`config.mk`:
```
export PLATFORM = sky130hd
export DESIGN_NAME = stack_sequencer
export DESIGN_NICKNAME = d
export VERILOG_FILES = /design/src/rtl/stack_sequencer.sv
export SDC_FILE = /design/constraint.sdc
export NUM_CORES = 1
export LEC_CHECK = 0
export BUFFER_PORTS_ARGS = -buffer_cell sky130_fd_sc_hd__buf_2
export CELL_PAD_IN_SITES_DETAIL_PLACEMENT = 0
export CELL_PAD_IN_SITES_GLOBAL_PLACEMENT = 1
export CORE_MARGIN = 5
export CORE_UTILIZATION = 31
export DETAILED_ROUTE_END_ITERATION = 8
export GPL_ROUTABILITY_DRIVEN = 0
export PLACE_DENSITY_LB_ADDON = 0.1
export SYNTH_ARGS = -nofsm -noshare
export SYNTH_HDL_FRONTEND = slang
export SYNTH_SLANG_ARGS = --single-unit
```
`constraint.sdc`:
```
create_clock -name clk -period 1.88 [get_ports clk]
set_input_delay 0.376 -clock clk [delete_from_list [all_inputs] [get_ports clk]]
set_output_delay 0.376 -clock clk [all_outputs]
set_load 0.02 [all_outputs]
```
`src/rtl/stack_sequencer.sv`:
```
// Stack transfer sequencer: walks the two stack bytes of a JSR/RTS/RTI/interrupt
// operation, owns the stack pointer and captures the popped PC and flags.
module stack_sequencer #(
   parameter logic [7:0] SP_INIT  = 8'h7F,
   parameter logic [7:0] SP_LIMIT = 8'h60
) (
   input  logic       clk,
   input  logic       rst,
   input  logic       stack_op_ongoing,
   input  logic       push_or_pop,
   input  logic       bus_grant,
   input  logic [7:0] push_pc,
   input  logic [5:0] push_flags,
   input  logic [7:0] mem_rdata,
   output logic [7:0] stack_addr,
   output logic [7:0] stack_wdata,
   output logic       stack_op_end,
   output logic [7:0] pop_pc,
   output logic [5:0] pop_flags,
   output logic [7:0] sp,
   output logic       stack_err
);

   localparam int unsigned AW = 8;
   localparam int unsigned FW = 6;

   localparam logic [1:0] IDLE  = 2'd0;
   localparam logic [1:0] BYTE0 = 2'd1;
   localparam logic [1:0] BYTE1 = 2'd2;

   logic [1:0]    state, state_next;
   logic          dir, dir_next;
   logic [AW-1:0] sp_next, sp_dec, sp_inc;
   logic          dec_wrap, inc_wrap;
   logic          err_next;
   logic [AW-1:0] pop_pc_next;
   logic [FW-1:0] pop_flags_next;
   logic          cur_push;

   // SP moves only inside [SP_LIMIT, SP_INIT]; leaving the window wraps around
   assign dec_wrap = (sp == SP_LIMIT);
   assign inc_wrap = (sp == SP_INIT);
   assign sp_dec   = dec_wrap ? SP_INIT  : AW'(sp - AW'(1));
   assign sp_inc   = inc_wrap ? SP_LIMIT : AW'(sp + AW'(1));

   // Live direction in the start cycle so BYTE0 address/data are already valid
   assign cur_push = (state == IDLE) ? push_or_pop : dir;

   always_comb begin
      state_next     = state;
      dir_next       = dir;
      sp_next        = sp;
      err_next       = stack_err;
      pop_pc_next    = pop_pc;
      pop_flags_next = pop_flags;
      stack_op_end   = 1'b0;
      stack_addr     = cur_push ? sp : sp_inc;
      stack_wdata    = '0;

      if (cur_push) begin
         stack_wdata = (state == BYTE1) ? {2'b00, push_flags} : push_pc;
      end
      if ((state == IDLE) && !stack_op_ongoing) begin
         stack_addr  = sp;
         stack_wdata = '0;
      end

      case (state)
         IDLE: begin
            if (stack_op_ongoing) begin
               dir_next   = push_or_pop;
               state_next = BYTE0;
            end
         end
         BYTE0: begin
            if (!stack_op_ongoing) begin
               state_next = IDLE;
            end else if (bus_grant) begin
               state_next = BYTE1;
               if (dir) begin
                  sp_next  = sp_dec;
                  err_next = stack_err | dec_wrap;
               end else begin
                  sp_next        = sp_inc;
                  err_next       = stack_err | inc_wrap;
                  pop_flags_next = mem_rdata[FW-1:0];
               end
            end
         end
         BYTE1: begin
            if (!stack_op_ongoing) begin
               state_next = IDLE;
            end else if (bus_grant) begin
               state_next   = IDLE;
               stack_op_end = 1'b1;
               if (dir) begin
                  sp_next  = sp_dec;
                  err_next = stack_err | dec_wrap;
               end else begin
                  sp_next     = sp_inc;
                  err_next    = stack_err | inc_wrap;
                  pop_pc_next = mem_rdata;
               end
            end
         end
         default: state_next = IDLE;
      endcase

      // Reset dominates a same-cycle grant, including the completion strobe
      if (!rst) begin
         stack_addr   = SP_INIT;
         stack_wdata  = '0;
         stack_op_end = 1'b0;
      end
   end

   always_ff @(posedge clk) begin
      if (!rst) begin
         state     <= IDLE;
         dir       <= 1'b0;
         sp        <= SP_INIT;
         stack_err <= 1'b0;
         pop_pc    <= '0;
         pop_flags <= '0;
      end else begin
         state     <= state_next;
         dir       <= dir_next;
         sp        <= sp_next;
         stack_err <= err_next;
         pop_pc    <= pop_pc_next;
         pop_flags <= pop_flags_next;
      end
   end

endmodule

```
# [Yosys cells after proc, flatten, opt, wreduce, memory -nomap -nowiden]
# Index checks and enable logic that the tools add are counted.
[word_totals] inputBits=27 word_cells=49 regBits=26 output_inout_bits=40
[op_classes] reduce_logical=9 n_mux=22 n_addsub=2 eq_ne=7 bitwise=3
[op_table] op="8-bit two-way mux" n=10
[op_table] op="8-bit by 7-bit equality test with 1-bit output, second input constant" n=2
[op_table] op="2-bit two-way mux" n=5
[op_table] op="8-bit by 1-bit adder with 8-bit output, second input constant" n=1
[op_table] op="4-bit AND reduction" n=2
[op_table] op="8-bit by 1-bit subtractor with 8-bit output, second input constant" n=1
[op_table] op="1-bit two-way mux" n=6
[op_table] op="3-bit inequality test, second input constant" n=2
[op_table] op="2-bit case mux with 3 select lines" n=1
[op_table] op="3-bit AND reduction" n=2
[op_table] op="2-bit by 1-bit equality test with 1-bit output, second input constant" n=1
[op_table] op="2-bit equality test, second input constant" n=1
[op_table] op="2-bit zero test" n=1
[op_table] op="2-bit inequality test, second input constant" n=1
[op_table] op="1-bit bitwise OR" n=2
[op_table] op="2-bit AND reduction" n=1
[op_table] op="2-bit OR reduction" n=1
[op_table] op="1-bit logical AND" n=1
[op_table] op="1-bit zero test" n=1
[op_table] op="1-bit inverter" n=1

# [Depth between registers and ports, before layout]
# Gate-level depths: netlist of the first run.
[depth] ltp_word=5 mapped_depth=8 depth_no_buf=6

# [Worst setup path after synthesis of the first run]
# OpenSTA, ideal clock, no wires.
[synth_timing] kind="register to output" startpoint="register state[0]" endpoint="output stack_wdata[7]" t_arrival_ps=1833 path_buffers=1 required_ps=1504 slack_ps=-329 stages_incl_launch_ff=7 cell_sequence="dfxtp_1 inv_1 ha_1 clkbuf_1 nor2b_1 o21ai_1 nor3b_1"
[synth_via] elab_chain_cells=5 word_cells_on_any_way=8 cone_classes="1 x eq/ne; 5 x mux; 2 x reduce/logical"
[synth_lines] item="start, declared" line_no="31" source="logic [1:0] state, state_next;"
[synth_lines] item="start signal, assigned" line_no="126" source="state <= state_next;"
[synth_lines] item="2-bit equality test / 2-bit zero test (equally long branches)" line_no="61, 47, 63"
[synth_lines] item="8-bit two-way mux / 1-bit two-way mux (equally long branches)" line_no="61, 47"
[synth_lines] item="8-bit two-way mux" line_no="60" source="if (cur_push) begin"
[synth_lines] item="8-bit two-way mux (*)" line_no="63" source="if ((state == IDLE) && !stack_op_ongoing) begin"
[synth_lines] item="8-bit two-way mux (*)" line_no="110" source="if (!rst) begin"
[synth_lines] item="end, declared" line_no="16" source="output logic [7:0] stack_wdata,"
# Mark *: on every way between the ends. The rest lies on a longest branch, timed or not.

# [Final worst setup path of the first run]
[layout_timing] startpoint="register sp[0]" endpoint="output stack_addr[0]"
[layout_via] elab_chain_cells=5 word_cells_on_any_way=6 cone_classes="1 x add/sub; 1 x eq/ne; 4 x mux"
[layout_lines] item="start, declared" line_no="20" source="output logic [7:0] sp,"
[layout_lines] item="start signal, assigned" line_no="128" source="sp <= sp_next;"
[layout_lines] item="8-bit by 1-bit adder with 8-bit output / 8-bit by 7-bit equality test with 1-bit output (equally long branches)" line_no="44, 42"
[layout_lines] item="8-bit two-way mux" line_no="44" source="assign sp_inc = inc_wrap ? SP_LIMIT : AW'(sp + AW'(1));"
[layout_lines] item="8-bit two-way mux" line_no="57" source="stack_addr = cur_push ? sp : sp_inc;"
[layout_lines] item="8-bit two-way mux (*)" line_no="63"
[layout_lines] item="8-bit two-way mux (*)" line_no="110"
[layout_lines] item="end, declared" line_no="15" source="output logic [7:0] stack_addr,"
# Marks and branches as above.

==> results.py, run 1 <==
metrics = {
    "outcome": {
        "run_status": "complete, but fails checks",
        "failing_checks": "negative setup slack",
    },
    "detailed_routing": {
        "drt_first_iter_violations": 141,
        "vias": 2052,
        "final_ant_viol_nets": 0,
        "firstDrtPassIters": 4,
        "route.detailed.drc": 0,
        "postRouteWirelength_um": 5740,
        "route.detailed.vias_per_inst": 5.12,
        "route.detailed.wl_per_inst_um": 14.3,
    },
    "power_and_ir_drop": {
        "totalPowerFinal_w": 0.00212,
        "power.density_cell_area_mw_per_mm2": 772,
        "p_leak_nw": 1.21,
        "peakVddDrop_mv": 0.358,
    },
    "hold_path": {
        "worstHoldPathType": "in2reg",
        "timing.hold.worst.start": "mem_rdata[7]",
    },
    "layout": {
        "area_taken_by_multi_input_logic_gates_mm2": 0.00132,
        "syn2layout_area_growth_pct": 54.5,
        "design.final.nets": 364,
        "layout.area.seq_um2": 531,
        "post_route_cells_drive_above_1_share": 0.453,
        "final_cells": 401,
        "fin_area_mm2": 0.00275,
        "diodes": 0,
        "num-fill-cells": 566,
    },
    "timing": {
        "finalSetupViolations": 16,
        "worst_slew_pin_slew_ps": 469,
        "layout_worst_path_cycle_share": 1.10,
        "finalMaxSlewViolations": 0,
        "rsz0062_at_grt": "yes",
        "fmaxAchievable_mhz": 483,
        "maxSlewHeadroom": 0.687,
        "clock-skew-final_ps": 6.00,
        "hold_viol_final": 0,
        "min_period_ps": 2070,
        "finalWorstSetupSlack_ps": -192,
        "worst_hold_margin_ps": 323,
    },
    "yosys": {
        "synth.mux.area_fraction": 0.0788,
        "largest_family_of_logic_cells_by_synthesized_area": "simple AND/OR/NAND/NOR gates",
        "synth_top_area_share": 0.293,
        "yosys.cell_count.top_type": "dfxtp_1",
        "yosys-top-cells-area": "dfxtp_1 (29%), mux2i_1 (7.9%), a21oi_1 (5.9%), nand2_1 (5.3%), nor2_1 (5.1%)",
        "post_synth_fa_ha_maj_area_fraction": 0.0492,
        "syn-instance-count": 235,
        "asyncSetResetFlopFracSynth": 0,
        "synth_compound_area_frac": 0.230,
        "synthesis.area_per_instance_um2": 7.57,
        "synth-xor-area-share": 0.0197,
        "number_of_enable_type_register_cells_in_the_synthesized_netlist": 0,
        "post_synth_and_or_nand_nor_area_fraction": 0.262,
        "seq_area_frac_synth": 0.293,
        "syn-num-nets": 269,
        "syn_area_mm2": 0.00178,
        "postSynth.topFlopCell": "dfxtp_1",
        "synth_cell_types": 46,
        "yosys_warnings": 0,
        "library_cell_occupying_the_most_area_in_the_post_synthesis_netlist": "dfxtp_1",
        "postSynthRegisterBits": 26,
        "synth.cells.most_frequent": "dfxtp_1 (26), nand2_1 (25), nor2_1 (24)",
    },
    "die": {
        "die-area_mm2": 0.00735,
        "rows": 27,
        "floorplan.die.width_um": 85.8,
        "floorplan.initialDensity": 0.321,
        "core-area_mm2": 0.00554,
        "floorplan.io_pins": 67,
        "die_h_um": 85.8,
    },
    "global_routing": {
        "overflow": 0,
        "vias_in_the_first_global_route": 1988,
        "grt_start_max_net_pins": 16,
        "grt_first_pass_wirelength_um": 9540,
        "antenna_violations_before_repair": 0,
        "track_usage": 0.157,
    },
    "worst_setup_path": {
        "timing.setup.critical_path_class": "reg2out",
        "type_of_destination_of_the_critical_path": "primary output",
        "cp_data_arrival_time_ps": 1700,
        "r2r-start": "sp[0]",
        "startpoint_type": "flip-flop",
        "cp_max_fo": 5,
        "required_ps": 1500,
        "worstSetupStartpoint": "sp[0]",
    },
    "clock_network": {
        "cts-hold-fix-buffers": 0,
        "ctsLongestPathBuffers": 2,
        "clkSlewWorstSetupHoldPaths_ps": 100,
        "number_of_h_tree_branching_levels": 1,
        "cts_buffers": 3,
        "worst_skew_pair.late_latency_ps": 280,
        "tritoncts": "done",
        "clock_tree.root_cell": "clkbuf_8",
        "clock_sink_count": 26,
    },
    "place": {
        "detailed_place.area_mm2": 0.00245,
        "dp_hpwl_um": 4290,
        "port_buffers": 66,
        "place.detailed.instances": 392,
        "place_worst_setup_slack_ps": -116,
    },
    "job": {
        "cap_viol_max_count": 0,
    },
}
## through the flow
stage                util  setup TNS (ps)
floorplan               -               0
global placement    0.442            -117
detailed placement  0.442            -515
CTS                 0.481           -1910
global route        0.496           -3410
finish              0.496           -2040
## report_power, final
group | internal, W | switching (W)
Sequential | 0.000585 | 0.0000234
Clock | 0.000232 | 0.000197
Combinational | 0.000527 | 0.000558
Total | 0.00134 | 0.000778
## critical path, cell delays in order (launching register included)
cell and delay [ps]:
dfxtp_4 380, ha_4 130, and4_4 260, and2_1 180, nor3_2 50, a211o_1 290
buf_6 140
## flip-flops by register name, indices dropped and copies added, names as in the netlist
signal and count:
pop_flags 6, stack_err 1, pop_pc 8, state 2
dir 1, sp 8
## metal layers
| metal | routed length, µm | share of wire | GRT usage | up-vias |
|---|---|---|---|---|
| li1 | - | - | - | 1027 |
| met1 | 2570 | 0.45 | 0.203 | 966 |
| met2 | 2830 | 0.49 | 0.272 | 55 |
| met3 | 291 | 0.051 | 0.0279 | 4 |
| met4 | 44 | 0.0077 | 0.0360 | 0 |
| met5 | 0 | 0 | 0 | - |
## cell usage in the layout, fill, tap and decap left out, types with 2 or more instances in the layout
cell and instances:
a211oi_1 3, a211oi_2 2, a21o_1 4, a21oi_1 17, a21oi_2 3, a21oi_4 2
a31oi_1 2, a32oi_1 3, and2_1 3, and3_1 2, and4_4 3, buf_2 57
buf_4 43, buf_6 7, clkbuf_8 3, dfxtp_1 22, dfxtp_2 2, dfxtp_4 2
ha_1 3, ha_4 4, inv_1 7, inv_2 2, mux2i_1 14, nand2_1 24
nand2b_1 5, nand3_1 10, nand4_1 3, nor2_1 24, nor3_1 2, o21a_1 2
o21ai_0 9, o21ai_1 2, o21ai_4 2, o221ai_1 2, or3_1 2, xnor2_1 3
## what timing repair did
item,4_1_cts,5_1_grt
gates resized for setup,39,11
setup buffers,1,4
cloned,0,0
setup endpoints to repair,17,19
hold endpoints to repair,0,0
pin swaps,10,6
## kinds of logic (layout without fill, tap and decap cells)
kind of cell	count (synthesis)	in the layout
simple gates	92	92
compound gates	64	64
buf+inv	28	122
flops	26	26
mux	14	14
fa+ha+maj	7	7
xor+xnor	4	4
## final cells by class
class | count | share of cell area
Clock buffer | 4 | 0.0241
Inverter | 10 | 0.0150
Multi-Input combinational cell | 181 | 0.480
Sequential cell | 26 | 0.193
Tap cell | 72 | 0.0328
Timing Repair Buffer | 108 | 0.255
## final timing paths
check / end / slack (ps) / cells past startpoint
setup / recovery: stack_addr[0] / -190 / 6
hold / removal: pop_pc[7] / 320 / 3
hold reg to reg: pop_pc[2] / 460 / 2
setup reg to reg: sp[6] / 50 / 8
No activity file was read; power rests on OpenSTA's default activity.
==> run 2, diff against run 1 <==
- ABC_AREA: unset -> 1
- CORE_UTILIZATION: 31 -> 29
==> run 2 against run 1 <==
Net effect:
- the flow still finishes with violations (negative setup slack)
- sequential share of layout area is 0.96 points higher
- clock skew up 1.4 ps
- non-clock buffer count fell by 17
- sequential cell count is the same
- routed wire length shrank 1.0%
- synthesized area fell by 3.0%
- synthesized cell count increased by 14%
- core utilization down 5.3 points
- final cell count is 7.5% higher
- worst hold slack improved by 30 ps
- global-route usage down 0.24 points
- critical endpoint unchanged
- largest cell class unchanged
- highest routed layer unchanged
==> results.py, run 2 <==
metrics = {
    "clock_network": {
        "clock_tree.root_cell": "clkbuf_8",
        "cts_buffers": 3,
        "clkSlewWorstSetupHoldPaths_ps": 110,
        "number_of_h_tree_branching_levels": 1,
        "cts-hold-fix-buffers": 0,
        "worst_skew_pair.late_latency_ps": 280,
        "ctsLongestPathBuffers": 2,
        "clock_sink_count": 26,
        "tritoncts": "done",
    },
    "yosys": {
        "postSynth.topFlopCell": "dfxtp_1",
        "syn-num-nets": 302,
        "yosys_warnings": 0,
        "seq_area_frac_synth": 0.301,
        "synth_cell_types": 28,
        "asyncSetResetFlopFracSynth": 0,
        "syn-instance-count": 268,
        "syn_area_mm2": 0.00173,
        "synth.cells.most_frequent": "nand2_1 (66), nor2_1 (42), dfxtp_1 (26)",
        "synth_top_area_share": 0.301,
        "synthesis.area_per_instance_um2": 6.44,
        "postSynthRegisterBits": 26,
        "number_of_enable_type_register_cells_in_the_synthesized_netlist": 0,
        "yosys.cell_count.top_type": "nand2_1",
        "yosys-top-cells-area": "dfxtp_1 (30%), nand2_1 (14%), nor2_1 (9.1%), o21ai_0 (6.7%), a21oi_1 (6.1%)",
        "library_cell_occupying_the_most_area_in_the_post_synthesis_netlist": "dfxtp_1",
    },
    "timing": {
        "min_period_ps": 2000,
        "maxSlewHeadroom": 0.703,
        "finalMaxSlewViolations": 0,
        "finalSetupViolations": 16,
        "layout_worst_path_cycle_share": 1.07,
        "clock-skew-final_ps": 7.36,
        "fmaxAchievable_mhz": 499,
        "hold_viol_final": 0,
        "rsz0062_at_grt": "yes",
        "worst_slew_pin_slew_ps": 445,
        "finalWorstSetupSlack_ps": -124,
    },
    "global_routing": {
        "grt_first_pass_wirelength_um": 9360,
        "vias_in_the_first_global_route": 2011,
        "grt_start_max_net_pins": 19,
        "overflow": 0,
        "track_usage": 0.155,
        "antenna_violations_before_repair": 0,
    },
    "worst_setup_path": {
        "regToRegSetupSlack_ps": 250,
        "cp_max_fo": 4,
        "worstSetupStartpoint": "state[1]",
        "slowest_delay_ps": 350,
        "worst_path_max_delay_cell": "dfxtp_2",
        "reg2reg_to": "state[0]",
        "timing.setup.critical_path_class": "reg2out",
        "type_of_destination_of_the_critical_path": "primary output",
        "timing.critical_path.to": "stack_addr[0]",
        "r2r-start": "state[0]",
        "startpoint_type": "flip-flop",
        "rr_worst_depth": 10,
        "cp_data_arrival_time_ps": 1630,
        "required_ps": 1500,
        "worstPathCellList": "inv_2 -> ha_4 -> o21ai_4 -> nor2_4 -> buf_6 -> o211ai_1 -> buf_4",
    },
    "die": {
        "die_h_um": 87.2,
        "core-area_mm2": 0.00585,
        "floorplan.initialDensity": 0.295,
        "die-area_mm2": 0.00760,
        "floorplan.die.width_um": 87.2,
        "floorplan.io_pins": 67,
        "rows": 28,
    },
    "layout": {
        "num-fill-cells": 624,
        "post_route_cells_drive_above_1_share": 0.390,
        "diodes": 0,
        "layout.area.seq_um2": 526,
        "final_cells": 431,
        "final_common_cell": "nand2_1",
        "mostFrequentLayoutCells": "nand2_1 (65), buf_2 (53), nor2_1 (41)",
        "area_taken_by_multi_input_logic_gates_mm2": 0.00120,
        "reg_top3": "pop_pc (8), sp (8), pop_flags (6)",
        "design.final.nets": 391,
        "layout.core_utilization": 0.443,
        "syn2layout_area_growth_pct": 50.2,
    },
    "detailed_routing": {
        "firstDrtPassIters": 5,
        "route.detailed.drc": 0,
        "vias": 1995,
        "route.detailed.wl_per_inst_um": 13.2,
        "final_ant_viol_nets": 0,
        "drt_first_iter_violations": 46,
        "route.detailed.vias_per_inst": 4.63,
        "postRouteWirelength_um": 5680,
    },
    "outcome": {
        "run_status": "complete, but fails checks",
        "failing_checks": "negative setup slack",
    },
    "power_and_ir_drop": {
        "p_leak_nw": 1.27,
        "peakVddDrop_mv": 0.474,
        "totalPowerFinal_w": 0.00182,
        "power.density_cell_area_mw_per_mm2": 702,
    },
    "place": {
        "dp_hpwl_um": 4180,
        "port_buffers": 66,
        "place.detailed.instances": 421,
    },
    "hold_path": {
        "worstHoldPathType": "in2reg",
    },
    "job": {
        "cap_viol_max_count": 0,
    },
}
-- run 2: stage by stage --
| stage | worst slack (ps) | area (µm²) | setup TNS [ps] | hold WS [ps] |
|---|---|---|---|---|
| 2_1_floorplan | -69.0 | 1740 | -138 | 456 |
| 3_3_place_gp | 32.7 | 2260 | 0 | 457 |
| 3_5_place_dp | 2.01 | 2260 | 0 | 467 |
| 4_1_cts | -138 | 2500 | -1250 | 346 |
| 5_1_grt | -236 | 2590 | -2830 | 344 |
| 6_report | -124 | 2590 | -1240 | 352 |
-- run 2: cell type report --
cell class | count | share of cell area
Multi-Input combinational cell | 208 | 0.463
Timing Repair Buffer | 91 | 0.230
Sequential cell | 26 | 0.203
Inverter | 27 | 0.0410
Tap cell | 75 | 0.0362
Clock buffer | 3 | 0.0159
Clock inverter | 1 | 0.0116
-- run 2: cell families (layout without fill, tap and decap cells) --
group | after synthesis | after routing | synth area share
AOI/OAI and AO/OA | 54 | 54 | 0.172
xor gates and xnor gates | 1 | 1 | 0.00507
adders and majority gates | 7 | 7 | 0.0507
buffers and inverters | 34 | 122 | 0.0848
DFF | 26 | 26 | 0.301
and+or+nand+nor | 146 | 146 | 0.386
-- run 2: how the worst min path moves through the flow --
stage / startpoint / to / slack, ps / depth (start not counted)
global placement: pop_pc[2] / pop_pc[2] / 460 / 2
global route: mem_rdata[7] / pop_pc[7] / 340 / 3
finish: mem_rdata[6] / pop_pc[6] / 350 / 3
detailed placement: pop_flags[3] / pop_flags[3] / 470 / 2
floorplan: state[1] / state[1] / 460 / 2
CTS: mem_rdata[6] / pop_pc[6] / 350 / 3
-- run 2: per-layer routing --
layer / routed length [µm] / part of all wire / track usage
met1: 2500 / 0.44 / 0.183
met2: 2910 / 0.51 / 0.291
met3: 240 / 0.042 / 0.0303
met4: 29 / 0.0051 / 0.0251
met5: 0 / 0 / 0
-- run 2: repair_timing --
item                       CTS  global route
cloned                       0             0
buffers inserted             4             3
pin swaps                    8             3
gates resized for setup     49            14
setup endpoints to repair   16            16
-- run 2: critical path, delay by kind of cell, from the launching register on --
family,cells,cell delay (ps)
flip-flops,1,350
AO/OA/AOI/OAI,2,400
buffers and inverters,3,360
adder cells (fa/ha/maj),1,180
AND/OR/NAND/NOR,1,70
-- run 2: report_power, final --
group / switching, W / internal (W)
clock: 0.000200 / 0.000285
combinational: 0.000434 / 0.000293
sequential: 0.0000259 / 0.000582
total: 0.000660 / 0.00116
